===== src/rtl/uart_pkg.sv =====
// uart_pkg: shared types and constants for the UART receive path.
//   uart_state_e : receiver state encoding
//   DATA_BITS    : payload bits per frame (8N1)
//   ACC_W        : width of the fractional baud accumulator
//   mid_tick()   : tick index of a bit centre for a given oversample ratio
//   tick_inc()   : accumulator increment for a given baud and oversample ratio
`timescale 1ns/1ps
package uart_pkg;

    typedef enum logic [2:0] {
        IDLE      = 3'd0,
        START     = 3'd1,
        DATA      = 3'd2,
        STOP      = 3'd3,
        WAIT_HIGH = 3'd4
    } uart_state_e;

    localparam int unsigned DATA_BITS = 8;
    localparam int unsigned ACC_W     = 32;

    function automatic int unsigned mid_tick(input int unsigned oversample);
        return oversample / 2;
    endfunction

    // Both operands are elaboration constants; the product must stay below 2^31.
    function automatic int unsigned tick_inc(input int unsigned baud,
                                             input int unsigned oversample);
        return baud * oversample;
    endfunction

endpackage


===== src/rtl/uart_baud_tick.sv =====
// uart_baud_tick: fractional accumulator producing a single-cycle tick at
// RATE ticks per second from a CLK_HZ clock.
//   sys_clk_i : system clock
//   sys_rst_i : asynchronous active-high reset
//   tick_o    : one-cycle tick, mean spacing CLK_HZ/RATE cycles
`timescale 1ns/1ps
module uart_baud_tick
    import uart_pkg::*;
#(
    parameter int unsigned CLK_HZ = 50000000,
    parameter int unsigned RATE   = 115200 * 16
) (
    input  logic sys_clk_i,
    input  logic sys_rst_i,
    output logic tick_o
);

    localparam logic [ACC_W-1:0] INC = ACC_W'(RATE);
    localparam logic [ACC_W-1:0] LIM = ACC_W'(CLK_HZ);

    logic [ACC_W-1:0] acc_q;
    logic [ACC_W-1:0] acc_d;
    logic [ACC_W-1:0] sum;

    // acc stays below LIM and INC < 2^31, so the sum never wraps.
    always_comb begin
        sum    = acc_q + INC;
        tick_o = (sum >= LIM);
        acc_d  = tick_o ? (sum - LIM) : sum;
    end

    always_ff @(posedge sys_clk_i or posedge sys_rst_i) begin
        if (sys_rst_i) begin
            acc_q <= '0;
        end else begin
            acc_q <= acc_d;
        end
    end

endmodule


===== src/rtl/uart_rx.sv =====
// uart_rx: 8N1 UART receiver, 16x oversampled with a 3-sample majority vote
// at each bit centre, and a valid/ack holding register towards the host.
//   sys_clk_i        : system clock
//   sys_rst_i        : asynchronous active-high reset
//   uart_rx_i        : serial line, asynchronous, idles high
//   uart_ack_i       : host consumes the held byte (only while valid)
//   uart_dat_o       : last accepted byte
//   uart_valid_o     : a byte is held and not yet acknowledged
//   uart_busy_o      : receiver is inside a frame
//   uart_frame_err_o : one-cycle pulse when the stop bit is sampled low
//   uart_overrun_o   : sticky, a byte completed while one was still held
`timescale 1ns/1ps
module uart_rx
    import uart_pkg::*;
#(
    parameter int unsigned CLK_HZ     = 50000000,
    parameter int unsigned BAUD       = 115200,
    parameter int unsigned OVERSAMPLE = 16
) (
    input  logic                 sys_clk_i,
    input  logic                 sys_rst_i,
    input  logic                 uart_rx_i,
    input  logic                 uart_ack_i,
    output logic [DATA_BITS-1:0] uart_dat_o,
    output logic                 uart_valid_o,
    output logic                 uart_busy_o,
    output logic                 uart_frame_err_o,
    output logic                 uart_overrun_o
);

    localparam int unsigned MID      = mid_tick(OVERSAMPLE);
    localparam int unsigned TCNT_W   = $clog2(OVERSAMPLE);
    localparam int unsigned BITCNT_W = $clog2(DATA_BITS);

    // tcnt holds the number of ticks already seen in the state, so the k-th
    // tick arrives with tcnt_q == k-1. START centres on its MID-th tick;
    // DATA/STOP centres are OVERSAMPLE ticks after the previous centre.
    localparam logic [TCNT_W-1:0] START_C = TCNT_W'(MID - 1);
    localparam logic [TCNT_W-1:0] BIT_C   = TCNT_W'(OVERSAMPLE - 1);
    localparam logic [BITCNT_W-1:0] LAST_BIT = BITCNT_W'(DATA_BITS - 1);

    logic                 tick;
    logic                 sync1_q;
    logic                 rxs_q;
    uart_state_e          state_q, state_d;
    logic [TCNT_W-1:0]    tcnt_q, tcnt_d;
    logic [BITCNT_W-1:0]  bitcnt_q, bitcnt_d;
    logic [DATA_BITS-1:0] shift_q, shift_d;
    logic [1:0]           samp_q, samp_d;
    logic [DATA_BITS-1:0] dat_q, dat_d;
    logic                 valid_q, valid_d;
    logic                 frame_err_q, frame_err_d;
    logic                 overrun_q, overrun_d;
    logic [TCNT_W-1:0]    c_pos;
    logic                 centre;
    logic                 vote;
    logic                 accept;

    uart_baud_tick #(
        .CLK_HZ (CLK_HZ),
        .RATE   (tick_inc(BAUD, OVERSAMPLE))
    ) u_tick (
        .sys_clk_i (sys_clk_i),
        .sys_rst_i (sys_rst_i),
        .tick_o    (tick)
    );

    always_comb begin
        state_d     = state_q;
        tcnt_d      = tcnt_q;
        bitcnt_d    = bitcnt_q;
        shift_d     = shift_q;
        samp_d      = samp_q;
        dat_d       = dat_q;
        valid_d     = valid_q;
        frame_err_d = 1'b0;
        overrun_d   = overrun_q;
        accept      = 1'b0;

        c_pos  = (state_q == START) ? START_C : BIT_C;
        centre = tick && (tcnt_q == c_pos);
        vote   = (samp_q[0] & samp_q[1]) | (samp_q[0] & rxs_q) | (samp_q[1] & rxs_q);

        if (tick) begin
            tcnt_d = tcnt_q + TCNT_W'(1);
            // The two ticks before the centre are stored; the third vote is live rxs.
            if (tcnt_q == c_pos - TCNT_W'(2)) samp_d[0] = rxs_q;
            if (tcnt_q == c_pos - TCNT_W'(1)) samp_d[1] = rxs_q;
        end

        case (state_q)
            IDLE: begin
                if (!rxs_q) begin
                    state_d = START;
                    tcnt_d  = '0;
                end
            end
            START: begin
                if (centre) begin
                    tcnt_d   = '0;
                    bitcnt_d = '0;
                    state_d  = vote ? IDLE : DATA;
                end
            end
            DATA: begin
                if (centre) begin
                    tcnt_d   = '0;
                    shift_d  = {vote, shift_q[DATA_BITS-1:1]};
                    bitcnt_d = bitcnt_q + BITCNT_W'(1);
                    if (bitcnt_q == LAST_BIT) state_d = STOP;
                end
            end
            STOP: begin
                if (centre) begin
                    tcnt_d = '0;
                    if (vote) begin
                        accept  = 1'b1;
                        state_d = IDLE;
                    end else begin
                        frame_err_d = 1'b1;
                        state_d     = WAIT_HIGH;
                    end
                end
            end
            WAIT_HIGH: begin
                // Held low (break): wait for the line to recover before re-arming.
                if (rxs_q) begin
                    state_d = IDLE;
                    tcnt_d  = '0;
                end
            end
            default: begin
                state_d = IDLE;
                tcnt_d  = '0;
            end
        endcase

        if (uart_ack_i && valid_q) begin
            valid_d   = 1'b0;
            overrun_d = 1'b0;
        end

        // An ack in the same cycle frees the register for the new byte.
        if (accept) begin
            if (!valid_q || uart_ack_i) begin
                dat_d   = shift_q;
                valid_d = 1'b1;
            end else begin
                overrun_d = 1'b1;
            end
        end
    end

    always_ff @(posedge sys_clk_i or posedge sys_rst_i) begin
        if (sys_rst_i) begin
            sync1_q     <= 1'b1;
            rxs_q       <= 1'b1;
            state_q     <= IDLE;
            tcnt_q      <= '0;
            bitcnt_q    <= '0;
            shift_q     <= '0;
            samp_q      <= '0;
            dat_q       <= '0;
            valid_q     <= 1'b0;
            frame_err_q <= 1'b0;
            overrun_q   <= 1'b0;
        end else begin
            sync1_q     <= uart_rx_i;
            rxs_q       <= sync1_q;
            state_q     <= state_d;
            tcnt_q      <= tcnt_d;
            bitcnt_q    <= bitcnt_d;
            shift_q     <= shift_d;
            samp_q      <= samp_d;
            dat_q       <= dat_d;
            valid_q     <= valid_d;
            frame_err_q <= frame_err_d;
            overrun_q   <= overrun_d;
        end
    end

    assign uart_dat_o       = dat_q;
    assign uart_valid_o     = valid_q;
    assign uart_busy_o      = (state_q != IDLE);
    assign uart_frame_err_o = frame_err_q;
    assign uart_overrun_o   = overrun_q;

endmodule


===== config.mk =====
export PLATFORM = sky130hd
export DESIGN_NAME = uart_rx
export DESIGN_NICKNAME = d
export VERILOG_FILES = /design/src/rtl/uart_pkg.sv /design/src/rtl/uart_baud_tick.sv /design/src/rtl/uart_rx.sv
export SDC_FILE = /design/constraint.sdc
export NUM_CORES = 1
export LEC_CHECK = 0
export BUFFER_PORTS_ARGS = -buffer_cell sky130_fd_sc_hd__buf_4
export CAP_MARGIN = 20
export CORE_ASPECT_RATIO = 1.5
export CORE_UTILIZATION = 66
export CTS_CLUSTER_DIAMETER = 30
export DETAILED_ROUTE_END_ITERATION = 8
export PLACE_DENSITY = 0.83
export SYNTH_ARGS = -nofsm -noshare
export SYNTH_HDL_FRONTEND = slang
export SYNTH_SLANG_ARGS = --single-unit

===== constraint.sdc =====
create_clock -name sys_clk_i -period 7 [get_ports sys_clk_i]
set_input_delay 1.05 -clock sys_clk_i [delete_from_list [all_inputs] [get_ports sys_clk_i]]
set_output_delay 1.05 -clock sys_clk_i [all_outputs]
set_load 0.005 [all_outputs]

==> results of run 1 <==
-- cell type report --
type | count | area (sq um) | share of cell area
sequential | 58 | 1454 | 0.3769
clock buffer | 11 | 141.4 | 0.03665
tap | 68 | 85.08 | 0.02206
timing repair buffer | 16 | 120.1 | 0.03114
multi-input combinational | 272 | 1906 | 0.4940
inverter | 13 | 48.80 | 0.01265
clock inverter | 5 | 102.6 | 0.02660
-- stage by stage --
stage,util,power (W),std cells,setup WS (ps)
2_1_floorplan,-,0.0003478,362,4156
3_3_place_gp,0.7051,0.0003512,427,3584
3_5_place_dp,0.7051,0.0003514,427,3419
4_1_cts,0.7527,0.0007282,443,3392
5_1_grt,0.7527,0.0007472,443,3106
6_report,0.7527,0.0007257,443,3395
-- synthesized netlist by cell type (2+ instances only) --
cell,instances
nand2_1,20
xor2_1,14
o21ai_0,18
a21oi_1,12
ha_1,9
nor3_4,2
inv_1,13
nor4b_1,2
buf_2,7
nand4_1,9
mux2_2,19
o31ai_1,3
xnor2_1,28
or3_1,10
a311oi_1,2
o221ai_1,2
o2111ai_1,3
o21bai_1,2
dfrtp_1,56
o21ai_1,2
a21boi_0,2
a211oi_1,3
nand3b_1,2
and2_1,2
nor2b_1,5
buf_4,5
a31o_2,2
nor3b_1,5
nand2b_1,4
nand3_1,18
clkbuf_1,6
nor2_1,32
nor3_1,11
dfstp_2,2
or2_2,2
-- per-layer routing --
layer,track usage,vias up,share of wire,wire length (um)
li1,-,1305,-,-
met1,0.3816,1352,0.39,2938
met2,0.5027,78,0.53,4034
met3,0.06980,30,0.038,290
met4,0.1444,0,0.039,296
met5,0,-,0,0
-- worst max-delay path: stages, from the launching register on --
cell and delay [ps]:
dfrtp_1 440, ha_1 390, nand4_2 280, a2111oi_2 400, o31ai_1 130, a211oi_2 300, nand3_2 140, nor2_2 660
and4bb_1 390, mux2_2 340
-- sequential cells by signal, indices dropped and copies added, names as in the netlist --
register,count
uart_valid_o,1
uart_overrun_o,1
bitcnt_q,3
state_q,3
sync1_q,1
uart_dat_o,8
u_tick.acc_q,25
rxs_q,1
samp_q,2
uart_frame_err_o,1
tcnt_q,4
shift_q,8
-- path summary, 6_finish.rpt --
check | start | to | slack [ps]
worst max-delay path | u_tick.acc_q[13] | uart_dat_o[0] | 3390
worst min-delay path | sync1_q | rxs_q | 360
worst max register to register | u_tick.acc_q[13] | uart_dat_o[0] | 3390
worst min register to register | sync1_q | rxs_q | 360
max in group asynchronous | sys_rst_i | u_tick.acc_q[14] | 5600
min in group asynchronous | sys_rst_i | u_tick.acc_q[29] | 900
-- placed cells by master (no fill, tap or decap), drive strengths merged, types with 3 or more instances in the layout --
cell,instances
mux2,19
or2,3
nand2,20
nand2b,4
nor2,33
inv,13
o2111ai,3
nor3b,5
nand3,19
xor2,14
o31ai,3
dfrtp,56
a211oi,4
ha,9
a21oi,13
buf,16
or3,11
nor2b,5
nand4,10
clkbuf,11
bufinv,3
o21ai,20
nor3,13
xnor2,28
-- power by group --
part / switching, W / internal (W)
clock network: 0.000135 / 0.000246
logic: 0.00000654 / 0.00000157
registers: 0.000000455 / 0.000336
total: 0.000142 / 0.000583
-- cells by family (layout without fill, tap and decap cells) --
group / count (synthesis) / in the layout / synth area share
AOI/OAI and AO/OA: 64 / 64 / 0.1255
adders and majority gates: 10 / 10 / 0.03495
muxes: 20 / 20 / 0.06384
DFF: 58 / 58 / 0.4144
and+or+nand+nor: 136 / 136 / 0.2140
xor gates and xnor gates: 42 / 42 / 0.1049
buffers and inverters: 32 / 45 / 0.04244
==> reports/results.txt, run 1 <==
Outcome - finished clean
Max VDD drop - 180.1 uV
Width of the chip - 61.53 um
Slew at the pin closest to its max-slew limit - 832.6 ps
Synth top area cells - dfrtp_1 40%, xnor2_1 7.0%, mux2_2 6.1%, xor2_1 3.5%, nor2_1 3.4%
Worst Setup End Kind - flip-flop
Post-CTS setup buffers - 0
RSZ-0062 raised after global routing - false
Yosys cell types - 63
DR iter-0 viols - 208
# nets final - 383
DP HPWL - 4.999 mm
Critical path class - reg2reg
Relative slew slack - 0.4444
Design Area, Final - 0.003857 sq mm
Synthesis-to-finish area growth - 9.950%
Final hold slack - 360.3 ps
# rows - 32
Setup TNS - 0 ps
First-pass GRT wire length - 12.73 mm
Worst-Skew Late Latency - 340 ps
Die height - 91.30 um
Post-synth EDFFs - 0
Max Clock Skew - 5.205 ps
Post-Syn Area - 0.003508 sq mm
Post-CTS resize count - 0
CTS Root Cell - clkbuf_8
Required @ worst endpoint - 7220 ps
CTS tree - yes
Die area - 0.005617 sq mm
HP Class - reg2reg
# hold bufs at CTS - 0
Antenna Cells - 0
Max Cap Viol - 0
Fillers - 374
Final RePlAce weighted congestion - 0.9807
Tcrit/Tclk final - 0.5151
Hold Crit Depth - 0
I/O pin count - 16
Number of global-route vias before repair - 2,724
Synth top area share - 0.3994
CTS H-tree depth - 3
Finish-stage setup viols - 0
Clk sinks - 58
DR WL/cell - 17.06 um
Max Fclk - 277.4 MHz
All-Layer GR Usage - 0.3108
Pwr dens - 188.1 mW/mm^2
Worst setup SP type - flip-flop
CP max FO - 21
Antenna-violating nets left - 0
Pleak - 1.740 nW
Num CTS Buffers - 9
Antenna violations before repair - 0
Clock Pin Slew Worst Setup and Hold Paths - 70 ps
Dpl cell area - 0.003613 sq mm
Vias/cell - 6.242
Largest net degree at the start of global routing - 59
Initial Utilization - 0.6846
Core area - 0.005125 sq mm
Register bit total from synthesis - 58
Maximum clock path buffer count - 2
Asr flop ratio synth - 1.000
Seq/Total Area, Yosys - 0.4144
Port bufs - 15
R2R cell count - 9
Final Hold Vio Count - 0
Syn Nets - 375
Main synth FF type - dfrtp_1
WL final - 7.559 mm
Post-Syn Instances - 362
DRC Markers - 0
Synth area leader - dfrtp_1
Routed vias - 2,765
Minimum clock period - 3605 ps
WP data arrival - 3820 ps
Congestion Overflow GR - 0
Layout cells sized above 1 - 0.1813
Synthesized area per cell - 9.692 sq um
Iteration count of the initial detailed-routing pass - 5
Slew Viols, Final - 0
Synth warn - 0
Note: power is estimated with default switching activity, not from simulation.
==> inputs of run 2 (changes only) <==
ABC_AREA = 1   (was unset)
CORE_UTILIZATION = 62   (was 66)
PLACE_DENSITY = 0.78   (was 0.83)
clock period = 3.45 ns   (was 7 ns; I/O delays follow)
==> reports/results.txt, run 2 <==
Post-CTS setup buffers - 0 (unchanged)
Max VDD drop - 255.9 uV (was 180.1 uV)
Final Hold Vio Count - 0 (unchanged)
Worst-Skew Late Latency - 350 ps (was 340 ps)
RSZ-0062 raised after global routing - false (unchanged)
Post-synth EDFFs - 0 (unchanged)
Relative slew slack - 0.5548 (was 0.4444)
Register bit total from synthesis - 58 (unchanged)
Congestion Overflow GR - 0 (unchanged)
DR iter-0 viols - 176 (was 208)
Worst Setup EP - shift_q[4] (was uart_dat_o[0])
Slew at the pin closest to its max-slew limit - 665.3 ps (was 832.6 ps)
CTS tree - yes (unchanged)
Count leader, synth - nand2_1 (was dfrtp_1)
Tcrit/Tclk final - 0.8610 (was 0.5151)
Antenna violations before repair - 0 (unchanged)
Required @ worst endpoint - 3730 ps (was 7220 ps)
Fillers - 465 (was 374)
Commonest cells after routing, fill and taps aside - 162 x nand2_1, 56 x dfrtp_1, 51 x inv_1 (was 56 x dfrtp_1, 32 x nor2_1, 28 x xnor2_1)
Worst R2R End - shift_q[4] (was uart_dat_o[0])
Setup TNS - 0 ps (unchanged)
# nets final - 525 (was 383)
Crit-path cells - ha_1, nand2_1, inv_2, nor2_1, nand2_1, nor2_1, nand4_1, nand2_1, nand3_1, nand2_2, inv_2, nand2_4, nand2_4, nor2_4, nand2_1, nand2_1 (was ha_1, nand4_2, a2111oi_2, o31ai_1, a211oi_2, nand3_2, nor2_2, and4bb_1, mux2_2)
Synth top area share - 0.3859 (was 0.3994)
Die height - 95.73 um (was 91.30 um)
Outcome - finished clean (unchanged)
WP data arrival - 3250 ps (was 3820 ps)
Max Clock Skew - 8.366 ps (was 5.205 ps)
Syn Nets - 506 (was 375)
# hold bufs at CTS - 0 (unchanged)
Die area - 0.006173 sq mm (was 0.005617 sq mm)
Worst r2r src - u_tick.acc_q[13] (unchanged)
Flop-to-flop setup slack - 480 ps (was 3390 ps)
Port bufs - 15 (unchanged)
Main synth FF type - dfrtp_1 (unchanged)
DRC Markers - 0 (unchanged)
Yosys cell types - 34 (was 63)
Minimum clock period - 2971 ps (was 3605 ps)
Largest net degree at the start of global routing - 36 (was 59)
Finished Layout Cells - 587 (was 443)
Synth top cells by count - 162 x nand2_1, 56 x dfrtp_1, 52 x inv_1 (was 56 x dfrtp_1, 32 x nor2_1, 28 x xnor2_1)
Max Cap Viol - 0 (unchanged)
Vias/cell - 5.373 (was 6.242)
Largest register FFs - 25 (unchanged)
Final hold slack - 216.5 ps (was 360.3 ps)
Clock Pin Slew Worst Setup and Hold Paths - 70 ps (about the same)
Number of global-route vias before repair - 3,124 (was 2,724)
Post-CTS resize count - 0 (unchanged)
CTS H-tree depth - 3 (unchanged)
Num CTS Buffers - 9 (unchanged)
Slowest stage cell, crit path - dfrtp_1 (was nor2_2)
Worst setup path startpoint - u_tick.acc_q[13] (unchanged)
Asr flop ratio synth - 1.000 (unchanged)
# rows - 33 (was 32)
Core area - 0.005574 sq mm (was 0.005125 sq mm)
R2R cell count - 16 (was 9)
Total power - 0.001391 W (was 0.0007257 W)
Post-Syn Instances - 493 (was 362)
I/O pin count - 16 (unchanged)
Finish-stage setup viols - 0 (unchanged)
CP most frequent cell - nand2_1
Synth top area cells - dfrtp_1 39%, nand2_1 17%, inv_1 5.4%, xor2_1 5.1%, nand3_1 5.0% (was dfrtp_1 40%, xnor2_1 7.0%, mux2_2 6.1%, xor2_1 3.5%, nor2_1 3.4%)
Layout cells sized above 1 - 0.1412 (was 0.1813)
DR WL/cell - 13.17 um (was 17.06 um)
Antenna Cells - 0 (unchanged)
Largest Register - u_tick.acc_q (unchanged)
Placed cells - 571 (was 427)
Max Fclk - 336.6 MHz (was 277.4 MHz)
Maximum clock path buffer count - 2 (unchanged)
Antenna-violating nets left - 0 (unchanged)
Clk sinks - 58 (unchanged)
Commonest non-fill, non-tap cell in the layout - nand2_1 (was dfrtp_1)
Iteration count of the initial detailed-routing pass - 4 (was 5)
Seq/Total Area, Yosys - 0.4004 (was 0.4144)
Slew Viols, Final - 0 (unchanged)
HP Class - in2async (was reg2reg)
Worst setup SP type - flip-flop (unchanged)
Initial Utilization - 0.6514 (was 0.6846)
Synth area leader - dfrtp_1 (unchanged)
Critical path class - reg2reg (unchanged)
Pwr dens - 349.2 mW/mm^2 (was 188.1 mW/mm^2)
Final Util - 0.7149 (was 0.7527)
Critical path's largest stage delay - 440 ps (was 660 ps)
All-Layer GR Usage - 0.2803 (was 0.3108)
CP max FO - 32 (was 21)
Synthesized area per cell - 7.365 sq um (was 9.692 sq um)
Synth warn - 0 (unchanged)
Post-Syn Area - 0.003631 sq mm (was 0.003508 sq mm)
Synthesis-to-finish area growth - 9.752% (was 9.950%)
Final RePlAce weighted congestion - 0.8754 (was 0.9807)
WL final - 7.731 mm (was 7.559 mm)
Routed vias - 3,154 (was 2,765)
DP HPWL - 5.813 mm (was 4.999 mm)
First-pass GRT wire length - 12.97 mm (was 12.73 mm)
Width of the chip - 64.49 um (was 61.53 um)
Worst Setup End Kind - flip-flop (unchanged)
Pleak - 2.138 nW (was 1.740 nW)
CTS Root Cell - clkbuf_8 (unchanged)
-- run 2: changes by cell type after synthesis, sizes merged, moves of 9 or more --
| cell | delta |
|---|---|
| or3 | -11 |
| nand3 | +19 |
| nand2 | +154 |
| xnor2 | -24 |
| nand4 | +9 |
| nor2 | +21 |
| nor3 | -11 |
| inv | +47 |
| mux2 | -19 |
-- run 2: worst min path at each step --
stage / start / to / slack, ps / cells after the start
detailed placement: sync1_q / rxs_q / 350 / 0
floorplan: sync1_q / rxs_q / 350 / 0
global placement: sync1_q / rxs_q / 350 / 0
finish: sys_rst_i / uart_dat_o[4] / 220 / 2
CTS: sys_rst_i / uart_valid_o / 230 / 2
global route: sys_rst_i / uart_dat_o[0] / 250 / 2
-- run 2: logic make-up (layout without fill, tap and decap cells) --
family	Yosys count	after routing	synth area share
XOR/XNOR	25	25	0.06030
AO/OA/AOI/OAI	37	37	0.05445
buffers and inverters	69	93	0.08270
AND/OR/NAND/NOR	295	295	0.3711
flip-flops	58	58	0.4004
adder cells (fa/ha/maj)	9	9	0.03101
-- run 2: where the power goes --
part           switching (W)  internal [W]
combinational      0.0000141    0.00000315
sequential        0.00000107      0.000682
clock               0.000287      0.000404
total               0.000302       0.00109
-- run 2: through the flow --
stage | worst slack, ps | area, sq um
after floorplan | 1250 | 3631
after global placement | 666.0 | 3767
after detailed placement | 571.1 | 3767
after CTS | 465.1 | 3985
after global routing | 206.9 | 3985
final | 479.5 | 3985
-- run 2: final cells by class --
cell class,instances,area [sq um],share of cell area
flip-flops and latches,58,1454,0.3648
clock buffers,9,123.9,0.03108
inverters,61,229.0,0.05746
repair buffers,16,120.1,0.03014
multi-input cells,366,1877,0.4710
well taps,70,87.58,0.02198
clock inverters,7,93.84,0.02355
-- run 2: worst max-delay path: cells and delay by family (launching register included) --
family | cells | cell delay (ps)
AND/OR/NAND/NOR | 13 | 2110
flip-flops | 1 | 440
adder cells (fa/ha/maj) | 1 | 260
buffers and inverters | 2 | 90
-- run 2: layer usage --
layer	share of wire	vias to the layer above	global-route usage
met1	0.39	1460	0.2755
met4	0.048	0	0.1778
li1	-	1596	-
met3	0.024	35	0.04976
met5	0	-	0
met2	0.54	63	0.5325
